### src/rtl/bm_arbiter.sv
// Block-map command port owner: merges stage loads and round-robin arbitrated,
// deduplicated block-clear requests into one handshaked command stream.

package bm_arbiter_pkg;
    localparam logic [1:0] F_LOAD  = 2'd1;
    localparam logic [1:0] F_CLEAR = 2'd2;

    typedef struct packed {
        logic [4:0] row;
        logic [4:0] col;
    } bm_coord_t;
endpackage

module bm_arbiter #(
    parameter int unsigned REQ_NUM    = 4,
    parameter int unsigned FIFO_DEPTH = 4
) (
    input  logic                 clock,
    input  logic                 reset,
    input  logic                 load_req,
    input  logic [1:0]           load_stage,
    output logic                 load_ack,
    input  logic [REQ_NUM-1:0]   clr_req,
    input  logic [REQ_NUM*5-1:0] clr_row,
    input  logic [REQ_NUM*5-1:0] clr_col,
    output logic [REQ_NUM-1:0]   clr_ack,
    input  logic                 bm_ready,
    output logic                 bm_enable,
    output logic [1:0]           bm_func,
    output logic [4:0]           bm_row,
    output logic [4:0]           bm_col,
    output logic [1:0]           bm_stage,
    output logic                 busy
);
    import bm_arbiter_pkg::*;

    localparam int unsigned COORD_W = 5;
    localparam int unsigned IDX_W   = (FIFO_DEPTH > 1) ? $clog2(FIFO_DEPTH) : 1;
    localparam int unsigned PTR_W   = IDX_W + 1;
    localparam int unsigned RR_W    = (REQ_NUM > 1) ? $clog2(REQ_NUM) : 1;

    typedef enum logic [1:0] {
        S_IDLE  = 2'd0,
        S_ISSUE = 2'd1,
        S_GUARD = 2'd2,
        S_WAIT  = 2'd3
    } state_t;

    state_t          state;
    state_t          state_nxt;

    logic [1:0]      cmd_func;
    logic [1:0]      cmd_stage;
    bm_coord_t       cmd_coord;

    bm_coord_t       fifo_mem [FIFO_DEPTH];
    logic [PTR_W-1:0] wr_ptr;
    logic [PTR_W-1:0] rd_ptr;
    logic [PTR_W-1:0] fifo_count;
    logic            fifo_empty;
    logic            fifo_full;

    logic [RR_W-1:0] rr_ptr;
    logic [RR_W-1:0] sel_idx;
    logic [RR_W-1:0] cand;
    logic            sel_found;
    bm_coord_t       sel_coord;
    bm_coord_t       req_coord [REQ_NUM];

    logic [IDX_W-1:0] slot_off;
    logic            dup_fifo;
    logic            dup_flight;
    logic            dup;
    logic            accept;
    logic            push;

    logic            issue_load;
    logic            issue_pop;
    logic            issue_byp;

    // Unpack per-requester coordinates
    for (genvar g = 0; g < REQ_NUM; g++) begin : g_req
        assign req_coord[g] = {clr_row[g*COORD_W +: COORD_W], clr_col[g*COORD_W +: COORD_W]};
    end

    assign fifo_count = wr_ptr - rd_ptr;
    assign fifo_empty = (wr_ptr == rd_ptr);
    assign fifo_full  = (wr_ptr[PTR_W-1] != rd_ptr[PTR_W-1]) &&
                        (wr_ptr[IDX_W-1:0] == rd_ptr[IDX_W-1:0]);

    // Round-robin scan starting at rr_ptr
    always_comb begin
        sel_found = 1'b0;
        sel_idx   = '0;
        cand      = '0;
        for (int unsigned k = 0; k < REQ_NUM; k++) begin
            cand = RR_W'((32'(rr_ptr) + k) % REQ_NUM);
            if (!sel_found && clr_req[cand]) begin
                sel_found = 1'b1;
                sel_idx   = cand;
            end
        end
    end

    assign sel_coord = req_coord[sel_idx];

    // Match against every valid queued entry
    always_comb begin
        dup_fifo = 1'b0;
        slot_off = '0;
        for (int unsigned j = 0; j < FIFO_DEPTH; j++) begin
            slot_off = IDX_W'(j) - rd_ptr[IDX_W-1:0];
            if (({1'b0, slot_off} < fifo_count) && (fifo_mem[j] == sel_coord)) begin
                dup_fifo = 1'b1;
            end
        end
    end

    assign dup_flight = (state != S_IDLE) && (cmd_func == F_CLEAR) && (cmd_coord == sel_coord);
    assign dup        = dup_fifo || dup_flight;
    assign accept     = !reset && sel_found && !load_req && (dup || !fifo_full);
    assign push       = accept && !dup && !issue_byp;

    always_comb begin
        clr_ack = '0;
        if (accept) begin
            clr_ack[sel_idx] = 1'b1;
        end
    end

    // Command sequencer: next state and issue decision
    always_comb begin
        state_nxt  = state;
        issue_load = 1'b0;
        issue_pop  = 1'b0;
        issue_byp  = 1'b0;
        case (state)
            S_IDLE: begin
                if (bm_ready) begin
                    if (load_req) begin
                        issue_load = 1'b1;
                        state_nxt  = S_ISSUE;
                    end else if (!fifo_empty) begin
                        issue_pop = 1'b1;
                        state_nxt = S_ISSUE;
                    end else if (accept) begin
                        issue_byp = 1'b1;
                        state_nxt = S_ISSUE;
                    end
                end
            end
            S_ISSUE: state_nxt = S_GUARD;
            S_GUARD: state_nxt = S_WAIT;
            S_WAIT:  if (bm_ready) state_nxt = S_IDLE;
            default: state_nxt = S_IDLE;
        endcase
    end

    always_ff @(posedge clock or posedge reset) begin
        if (reset) begin
            state     <= S_IDLE;
            cmd_func  <= 2'd0;
            cmd_stage <= 2'd0;
            cmd_coord <= '0;
            wr_ptr    <= '0;
            rd_ptr    <= '0;
            rr_ptr    <= '0;
        end else begin
            state <= state_nxt;

            if (issue_load) begin
                cmd_func  <= F_LOAD;
                cmd_stage <= load_stage;
            end else if (issue_pop) begin
                cmd_func  <= F_CLEAR;
                cmd_coord <= fifo_mem[rd_ptr[IDX_W-1:0]];
            end else if (issue_byp) begin
                cmd_func  <= F_CLEAR;
                cmd_coord <= sel_coord;
            end

            // A load discards everything still queued
            if (issue_load) begin
                rd_ptr <= wr_ptr;
            end else if (issue_pop) begin
                rd_ptr <= rd_ptr + PTR_W'(1);
            end

            if (push) begin
                wr_ptr <= wr_ptr + PTR_W'(1);
            end

            if (accept) begin
                rr_ptr <= (32'(sel_idx) == REQ_NUM - 1) ? '0 : sel_idx + RR_W'(1);
            end
        end
    end

    always_ff @(posedge clock) begin
        if (push) begin
            fifo_mem[wr_ptr[IDX_W-1:0]] <= sel_coord;
        end
    end

    assign bm_enable = (state == S_ISSUE);
    assign load_ack  = (state == S_ISSUE) && (cmd_func == F_LOAD);
    assign bm_func   = cmd_func;
    assign bm_row    = cmd_coord.row;
    assign bm_col    = cmd_coord.col;
    assign bm_stage  = cmd_stage;
    assign busy      = (state != S_IDLE) || !fifo_empty;

endmodule

### config.mk
export PLATFORM = sky130hd
export DESIGN_NAME = bm_arbiter
export DESIGN_NICKNAME = d
export VERILOG_FILES = /design/src/rtl/bm_arbiter.sv
export SDC_FILE = /design/constraint.sdc
export NUM_CORES = 1
export LEC_CHECK = 0
export ABC_AREA = 1
export CELL_PAD_IN_SITES_DETAIL_PLACEMENT = 1
export CELL_PAD_IN_SITES_GLOBAL_PLACEMENT = 1
export CORE_MARGIN = 2
export CORE_UTILIZATION = 40
export DETAILED_ROUTE_END_ITERATION = 16
export HOLD_SLACK_MARGIN = 0.1
export PLACE_DENSITY_LB_ADDON = 0.08
export SLEW_MARGIN = 0
export SYNTH_ARGS = -nofsm -noshare
export SYNTH_HDL_FRONTEND = slang
export SYNTH_SLANG_ARGS = --single-unit
### constraint.sdc
create_clock -name clock -period 4.2 [get_ports clock]
set_input_delay 0.84 -clock clock [delete_from_list [all_inputs] [get_ports clock]]
set_output_delay 0.84 -clock clock [all_outputs]
set_load 0.01 [all_outputs]
-- After elaboration in Yosys (flattened, before gate mapping)
Memory sizes are Yosys's and may differ from the RTL's.
Index checks and enable logic that the tools add are counted.
- logic and storage cells: 140
- bits in writable memories: 40
- input bits: 50
- register bits: 24
- memories: 1
- output and inout bits: 21
- memory list (name ; depth ; bits a word ; rd ports ; clocked after memory_dff ; write ports ; line ; text):
    fifo_mem ; 4 ; 10 ; 5 ; 0 ; 1 ; 56 ; bm_coord_t fifo_mem [FIFO_DEPTH];
- $add $sub $neg: 11
- reductions and logical operators: 36
- mux-type cells: 54
- equality and inequality tests: 17
- bitwise gates (word level): 2
- $lt $le $gt $ge: 11
- operators with widths (cell ; number):
    == test 10 bit ; 5
    2-to-1 mux 10 bit ; 4
    2-to-1 mux 1 bit ; 27
    2-to-1 mux 2 bit ; 13
    binary-select mux 10 bit (select 2 bit) ; 1
    logical AND 1 bit ; 17
    less-than comparator 2 x 3 -> 1 bit (second input constant) ; 5
    less-than comparator 2 x 3 -> 1 bit ; 4
    logical NOT 1 bit ; 9
    binary-select mux 1 bit (select 2 bit) ; 4
    == test 2 bit (second input constant) ; 4
    one-hot mux 2 bit (4 select lines) ; 1
    adder 3 x 1 -> 3 bit (second input constant) ; 2
    2-to-1 mux 3 bit ; 2
    nonzero test 2 bit ; 3
    adder 2 x 1 -> 2 bit (second input constant) ; 2
    adder 2 bit (second input constant) ; 2
    == test 2 x 1 -> 1 bit (second input constant) ; 2
    2-to-1 mux 4 bit ; 1
    != test 2 bit (second input constant) ; 2
    != test 4 bit (second input constant) ; 1
    subtractor 1 x 2 -> 2 bit (first input constant) ; 2
    subtractor 2 bit (first input constant) ; 2
    == test 3 bit ; 1
    13 further kinds ; 15

-- Logic depth before layout (Yosys ltp)
Gate-level depths: netlist of run 1.
- depth after elaboration: 34
- gate-level depth with buffers: 28
- depth with buffers taken out: 27

-- Worst setup path after synthesis of run 1
OpenSTA, ideal clock, no wires.
- path kind: in2out
- start: in clr_req[3]
- end: out clr_ack[0]
- buffers on the path: 1
- stages: 20
- arrival: 2794 ps
- slack: 566 ps
- cells stage by stage: inv_1 -> nand2_1 -> nand3_1 -> nand2_2 -> nor2_4 -> nand4_1 -> nand2_4 -> inv_6 -> buf_8 -> nand2_1 -> nand2_1 -> nand2_1 -> nand3_1 -> nor2_1 -> nand2_1 -> nor2_2 -> nor2_4 -> nand3_4 -> nand2_4 -> nor2_1
- word-level cells in the longest chain between the ends: 26
- elaborated cells between the ends (all ways): 51
- those cells by class: order compare: 2; eq/ne: 5; mux: 26; bitwise: 1; reduce/logical: 17
- RTL lines (what ; line ; text):
    from (decl) ; 23 ; input logic [REQ_NUM-1:0] clr_req,
    binary-select mux 1 bit (select 2 bit) ; 98 ; if (!sel_found && clr_req[cand]) begin
    2-to-1 mux 1 bit (not written as such) ; 98 ;
    2-to-1 mux 1 bit ; 98 ;
    logical NOT 1 bit ; 98 ;
    logical AND 1 bit ; 98 ;
    2-to-1 mux 1 bit ; 98 ;
    logical NOT 1 bit ; 98 ;
    logical AND 1 bit ; 98 ;
    [6 not listed] ; n/a ;
    2-to-1 mux 10 bit (not written as such) (2 in a row) ; 105 ; assign sel_coord = req_coord[sel_idx];
    == test 10 bit ; 113 ; if (({1'b0, slot_off} < fifo_count) && (fifo_mem[j] == sel_coord)) begin
    logical AND 1 bit ; 113 ;
    2-to-1 mux 1 bit (4 in a row) ; 113 ;
    logical OR 1 bit ; 120 ; assign dup = dup_fifo || dup_flight;
    logical OR 1 bit ; 121 ; assign accept = !reset && sel_found && !load_req && (dup || !fifo_full);
    logical AND 1 bit ; 121 ;
    2-to-1 mux 4 bit (*) ; 126 ; if (accept) begin
    to (decl) ; 26 ; output logic [REQ_NUM-1:0] clr_ack,
Every way passes the cells marked *; elsewhere a longest branch is shown, timed or not. The select of a mux whose other input is x is not followed.

-- Worst setup path after layout of run 1
- start: reg rr_ptr[0]
- end: out clr_ack[0]
- word-level cells in the longest chain between the ends: 26
- elaborated cells between the ends (all ways): 54
- those cells by class: add/sub: 3; order compare: 2; eq/ne: 5; mux: 26; bitwise: 1; reduce/logical: 17
- RTL lines (what ; line ; text):
    from (decl) ; 63 ; logic [RR_W-1:0] rr_ptr;
    from (signal assigned) ; 194 ; rr_ptr <= (32'(sel_idx) == REQ_NUM - 1) ? '0 : sel_idx + RR_W'(1);
    branches (longest 25 deep; another with adder 2 x 1 -> 2 bit) ; n/a ;
    2-to-1 mux 4 bit (*) ; 126 ;
Mark *: on every way between the ends. The select of a mux whose other input is x is not followed.

==> results_dict.tcl, run 1 <==
set metrics [dict create \
    multi_input_area_um2 3150 \
    crit_path_cell_trace "clkinv_4 -> buf_6 -> nand2_1 -> nand2_1 -> nand2_2 -> nand2_2 -> nor2_4 -> nand3_4 -> buf_4 -> buf_12 -> buf_4 -> nand4_1 -> nand3_2 -> nand2_2 -> o21ai_0 -> nor2_1 -> nand3_1 -> nor2_2 -> nor2_4 -> nand3_4 -> nand2_8 -> nor2_4 -> buf_6" \
    arrival_ns 3.55 \
    fin_util_pct 61.3 \
    grtUsageTotal_pct 29.9 \
    postRouteAntennaNets 0 \
    fin_skew_ns 0.00714 \
    port_buffers 70 \
    initial_utilization_pct 40.8 \
    grt.overflow.total 0 \
    die_x_um 117 \
    worst_slack_ns -0.191 \
    fillers 1569 \
    synth_most_common_cell "nand2_1" \
    yosys.area.top_type "edfxtp_1" \
    dp_cells 1004 \
    synth_top_area_share_pct 23.5 \
    grtUsageMet3_pct 4.69 \
    die_h_um 117 \
    cp_max_fo 17 \
    post_drt_wl_per_cell_um 20.7 \
    coreArea_um2 12500 \
    r2r-start "rr_ptr[0]" \
    clk_pin_slew_ns 0.05 \
    whs_endpoint "bm_stage[1]" \
    rr_endpoint "fifo_mem[0][8]" \
    clock_latency_ns 0.34 \
    grt_busiest_layer "met2" \
    startpoint_type "flip-flop" \
    period_minus_slack_ns 4.39 \
    cts.sinks 64 \
    antenna_found_initial 0 \
    hpwl_mm 13.6 \
    critPathSlowestCell "dfrtp_2" \
    maxSlewHeadroom_pct 55.0 \
    synth.cell_area_um2 5100 \
    crit_type "reg -> out" \
    grt_pass1_vias 5980 \
    die_area_um2 13700 \
    root_buffer "clkbuf_16" \
    min_from "bm_stage[1]" \
    placementRows 41 \
    maxCapViolCount 0 \
    vias 5853 \
    ys_warn_count 0 \
    grt_pass1_wl_mm 31.0 \
    ys_seq_area_share_pct 35.3 \
    fin_setup_tns_ns -0.657 \
    dr.pass1.iters 6 \
    ios 71 \
    final_nets 961 \
    h-tree-depth 3 \
    yosys_register_bits 64 \
    area_growth_pct 50.5 \
    drt-initial-drc-count 556 \
    grtUsageMet2_pct 50.8 \
    ys.flop_type "edfxtp_1" \
    drc_errors 0 \
    fmax_mhz 228 \
    syn_inst 715 \
    crit_family "simple AND/OR/NAND/NOR gates" \
    synthTopCellsByCount "197 x nand2_1, 125 x inv_1, 51 x o21ai_0" \
    r2r_cells 25 \
    critPathBufInv 6 \
    hold_depth 2 \
    grt_max_degree 41 \
    viasPerCell 5.49 \
    cts_buffer_depth 2 \
    cts_inserted_buffers 9 \
    cts_tree "yes" \
    synth-edff-count 40 \
    outcome "finished with violations" \
    synth_cell_types 39 \
    gp_congestion 0.951 \
    slew_violations 0 \
    avgSynthCellArea_um2 7.14 \
    rrSetupSlack_ns 0.28 \
    setup_viol 4 \
    synthesis.nets 787 \
    post-route-period-util_pct 105 \
    antenna_cells 0 \
    drive_above_1_share_pct 29.9 \
    max_stage_delay_ns 0.46 \
    ys_async_sr_fraction_pct 37.5 \
    worstMarginPinSlew_ns 0.672 \
    cp_data_required_time_ns 3.36 \
    cp-end-kind "output port" \
    grt_util_met1_pct 38.5 \
    pre_cts_ws_ns -0.876 \
    synthTopCellsByArea "edfxtp_1 24%, nand2_1 14%, dfrtp_1 12%" \
    failed_checks "setup timing" \
    routed_wirelength_mm 22.0 \
    finalHoldViolCount 0 \
    instances_no_fill 1066 \
    hold_class "reg -> reg" \
    regArea_um2 1800 \
    rsz0062_at_grt "true" \
]
worst max-delay path by stage:
stage / start / end / cells past startpoint
2_1_floorplan: clr_req[3] / clr_ack[0] / 20
3_3_place_gp: clr_req[3] / clr_ack[3] / 24
3_5_place_dp: clr_req[3] / clr_ack[0] / 24
4_1_cts: clr_req[3] / clr_ack[1] / 28
5_1_grt: rr_ptr[0] / clr_ack[0] / 23
6_report: rr_ptr[0] / clr_ack[0] / 23
timing repair:
action / in CTS / in global routing
gates cloned: 3 / 0
buffers inserted: 35 / 10
setup endpoints to repair: 4 / 4
gates resized for setup: 131 / 66
pin swaps: 54 / 48
hold buffers: 0 / 0
tightest hold or removal path, cell delays in order (launching register included):
cell     delay (ns)
dfrtp_1        0.35
nand2_1        0.06
nand2_1        0.05
cell usage in the layout, fill, tap and decap left out, types with 3 or more instances in the layout:
cell type / Yosys / layout
nand2_4: 4 / 25
nand2_2: 15 / 43
o21ai_1: 5 / 8
clkbuf_16: 0 / 9
o211ai_1: 3 / 3
nand4_1: 29 / 29
a21oi_1: 20 / 20
buf_6: 1 / 20
nand2_1: 197 / 148
clkinv_2: 0 / 3
buf_2: 7 / 4
edfxtp_1: 40 / 40
dfrtp_1: 24 / 22
nor2_1: 44 / 34
ha_1: 21 / 21
nand3b_1: 6 / 6
buf_12: 0 / 7
clkdlybuf4s50_1: 0 / 62
xor2_1: 3 / 3
o22ai_1: 3 / 3
nor2_2: 1 / 7
a31oi_1: 9 / 9
o21ai_0: 51 / 48
clkbuf_1: 10 / 3
inv_2: 4 / 8
nand3_1: 50 / 40
nand3_4: 4 / 20
nand3_2: 18 / 12
nor2_4: 3 / 7
inv_1: 125 / 118
buf_4: 3 / 89
cell families after synthesis:
kind of cell,share of synthesized area [%]
buffers and inverters,12.0
XOR/XNOR,0.858
AND/OR/NAND/NOR,36.0
flip-flops,35.3
AO/OA/AOI/OAI,10.2
adder cells (fa/ha/maj),5.54
area by class of cell:
cell class	count	share of cell area (%)
clock buffers	12	3.08
clock inverters	4	0.587
inverters	130	6.58
multi-input cells	500	41.1
flip-flops and latches	64	23.5
well taps	172	2.80
repair buffers	184	22.4
metal layers:
metal	wire [µm]	vias up
met5	0	-
met4	945	0
met3	1150	76
met2	10600	213
met1	9360	2897
li1	-	2667
per-stage QoR:
step                hold slack (ns)  instance area [µm²]
detailed placement            0.469                 6470
finish                        0.481                 7680
global placement              0.464                 6470
global route                  0.529                 7680
CTS                           0.484                 7390
floorplan                     0.489                 5100
state kept, by name, indices dropped and copies added (netlist names):
name and count:
fifo_mem 40, bm_col 5, bm_row 5, rd_ptr 3
wr_ptr 3, bm_func 2, bm_stage 2, rr_ptr 2
state 2
Power of run 1 is left out: the tool's default activity adds up to more than one toggle a clock period on the data nets, which glitch-free logic cannot reach.
==> run 2, diff against run 1 <==
Settings changed: CTS_CLUSTER_DIAMETER set to 80.
==> results of run 2 <==
Same layout as run 1: the final DEF is identical, and so are final timing and power.
Power of run 2 is left out for the same reason.
==> run 3, diff against run 2 <==
Settings changed: CORE_UTILIZATION 40 to 30, PLACE_DENSITY_LB_ADDON 0.08 to 0.1.
==> results_dict.tcl, run 3 (synthesis results as in run 1) <==
set metrics [dict create \
    outcome "complete, no violations" \
    dp_cells 1046 \
    clock_latency_ns 0.33 \
    grtUsageTotal_pct 21.0 \
    maxCapViolCount 0 \
    fin_util_pct 46.3 \
    maxSlewHeadroom_pct 56.7 \
    ios 71 \
    cp_data_required_time_ns 3.36 \
    cts_buffer_depth 2 \
    hold_buffers 0 \
    final_cell_mix "154 x nand2_1, 118 x inv_1, 76 x buf_4" \
    startpoint_type "primary input" \
    coreArea_um2 16600 \
    h-tree-depth 3 \
    slew_violations 0 \
    cts_inserted_buffers 9 \
    viasPerCell 4.83 \
    hold_class "reg -> reg" \
    largest_reg_flops 40 \
    area_growth_pct 50.4 \
    whs_ns 0.473 \
    final_nets 941 \
    drc_errors 0 \
    fin_skew_ns 0.00872 \
    crit_type "in -> out" \
    postRouteAntennaNets 0 \
    die_area_um2 18100 \
    fmax_mhz 240 \
    instances_no_fill 1094 \
    dr.pass1.iters 4 \
    period_minus_slack_ns 4.17 \
    gp_congestion 0.842 \
    setup_viol 0 \
    cts.sinks 64 \
    arrival_ns 3.33 \
    cp-end-kind "output port" \
    placementRows 47 \
    routed_wirelength_mm 18.9 \
    initial_utilization_pct 30.8 \
    grt_pass1_vias 5552 \
    antenna_cells 0 \
    antenna_found_initial 0 \
    worstMarginPinSlew_ns 0.648 \
    die_h_um 134 \
    post_drt_wl_per_cell_um 17.3 \
    hpwl_mm 13.4 \
    final_common_cell "nand2_1" \
    cp_max_fo 14 \
    clk_pin_slew_ns 0.05 \
    post-route-period-util_pct 99.4 \
    drt-initial-drc-count 223 \
    cts_tree "yes" \
    grt.overflow.total 0 \
    vias 5280 \
    drive_above_1_share_pct 28.5 \
    root_buffer "clkbuf_16" \
    port_buffers 70 \
    finalHoldViolCount 0 \
    rsz0062_at_grt "true" \
    die_x_um 134 \
    grt_max_degree 40 \
    grt_pass1_wl_mm 29.6 \
]
## run 3: changes by cell type in the layout (fill, tap and decap cells not counted), moves of 5 or more
cell	before	now
buf_4	89	76
buf_6	20	10
nand2_1	148	154
nand2_4	25	19
nand3_1	40	34
nand3_2	12	17
## run 3: area by class of cell
type	count	area (µm²)
tap	220	275
clock inverter	4	68.8
sequential	64	1800
multi-input combinational	500	3180
clock buffer	12	246
fill	2041	8910
inverter	130	510
timing repair buffer	164	1590
## run 3: final timing paths
path,to,slack (ns),startpoint,depth (start not counted)
worst max-delay path,clr_ack[0],0.03,clr_req[1],23
worst min-delay path,bm_stage[1],0.47,bm_stage[1],2
worst max register to register,fifo_mem[0][5],0.62,rr_ptr[0],25
worst min register to register,bm_stage[1],0.47,bm_stage[1],2
max in group asynchronous,rr_ptr[0],2.92,reset,3
min in group asynchronous,wr_ptr[1],0.99,reset,3
## run 3: what timing repair did
| item | CTS | global route |
|---|---|---|
| gates cloned | 4 | 2 |
| buffers inserted | 11 | 17 |
| pin swaps | 40 | 55 |
| endpoints found under the hold margin | 0 | 0 |
| setup endpoints to repair | 4 | 4 |
| gates resized for setup | 117 | 72 |
## run 3: per-stage QoR
| stage | TNS (ns) | setup WS [ns] | cell area (µm²) |
|---|---|---|---|
| floorplan | 0 | 0.566 | 5100 |
| global placement | -6.93 | -0.817 | 6510 |
| detailed placement | -9.85 | -0.914 | 6510 |
| CTS | 0 | 0.00876 | 7280 |
| global route | -0.553 | -0.154 | 7670 |
| finish | 0 | 0.0254 | 7670 |
## run 3: metal layers
layer | global-route usage (%) | up-vias | wire length (µm)
met2 | 35.2 | 92 | 8950
met4 | 5.15 | 0 | 142
li1 | - | 2631 | -
met5 | 0 | - | 0
met3 | 3.06 | 8 | 637
met1 | 28.5 | 2549 | 9170
## run 3: critical path, stage by stage
cell and delay, ns:
buf_2 0.11, inv_2 0.06, nand2_2 0.10, nand3_4 0.10, nand2_4 0.08, nor2_4 0.18, nand3_4 0.12, nand3_4 0.16
buf_12 0.16, nand2_2 0.07, nand3_4 0.12, buf_4 0.14, nand3b_1 0.09, nand2_1 0.10, nand3_1 0.07, nor2_1 0.13
nand2_2 0.10, nor2_4 0.11, nor2_4 0.05, nand3_4 0.08, nand2_8 0.09, nor2_4 0.14, buf_6 0.11
Power of run 3 is left out for the same reason.
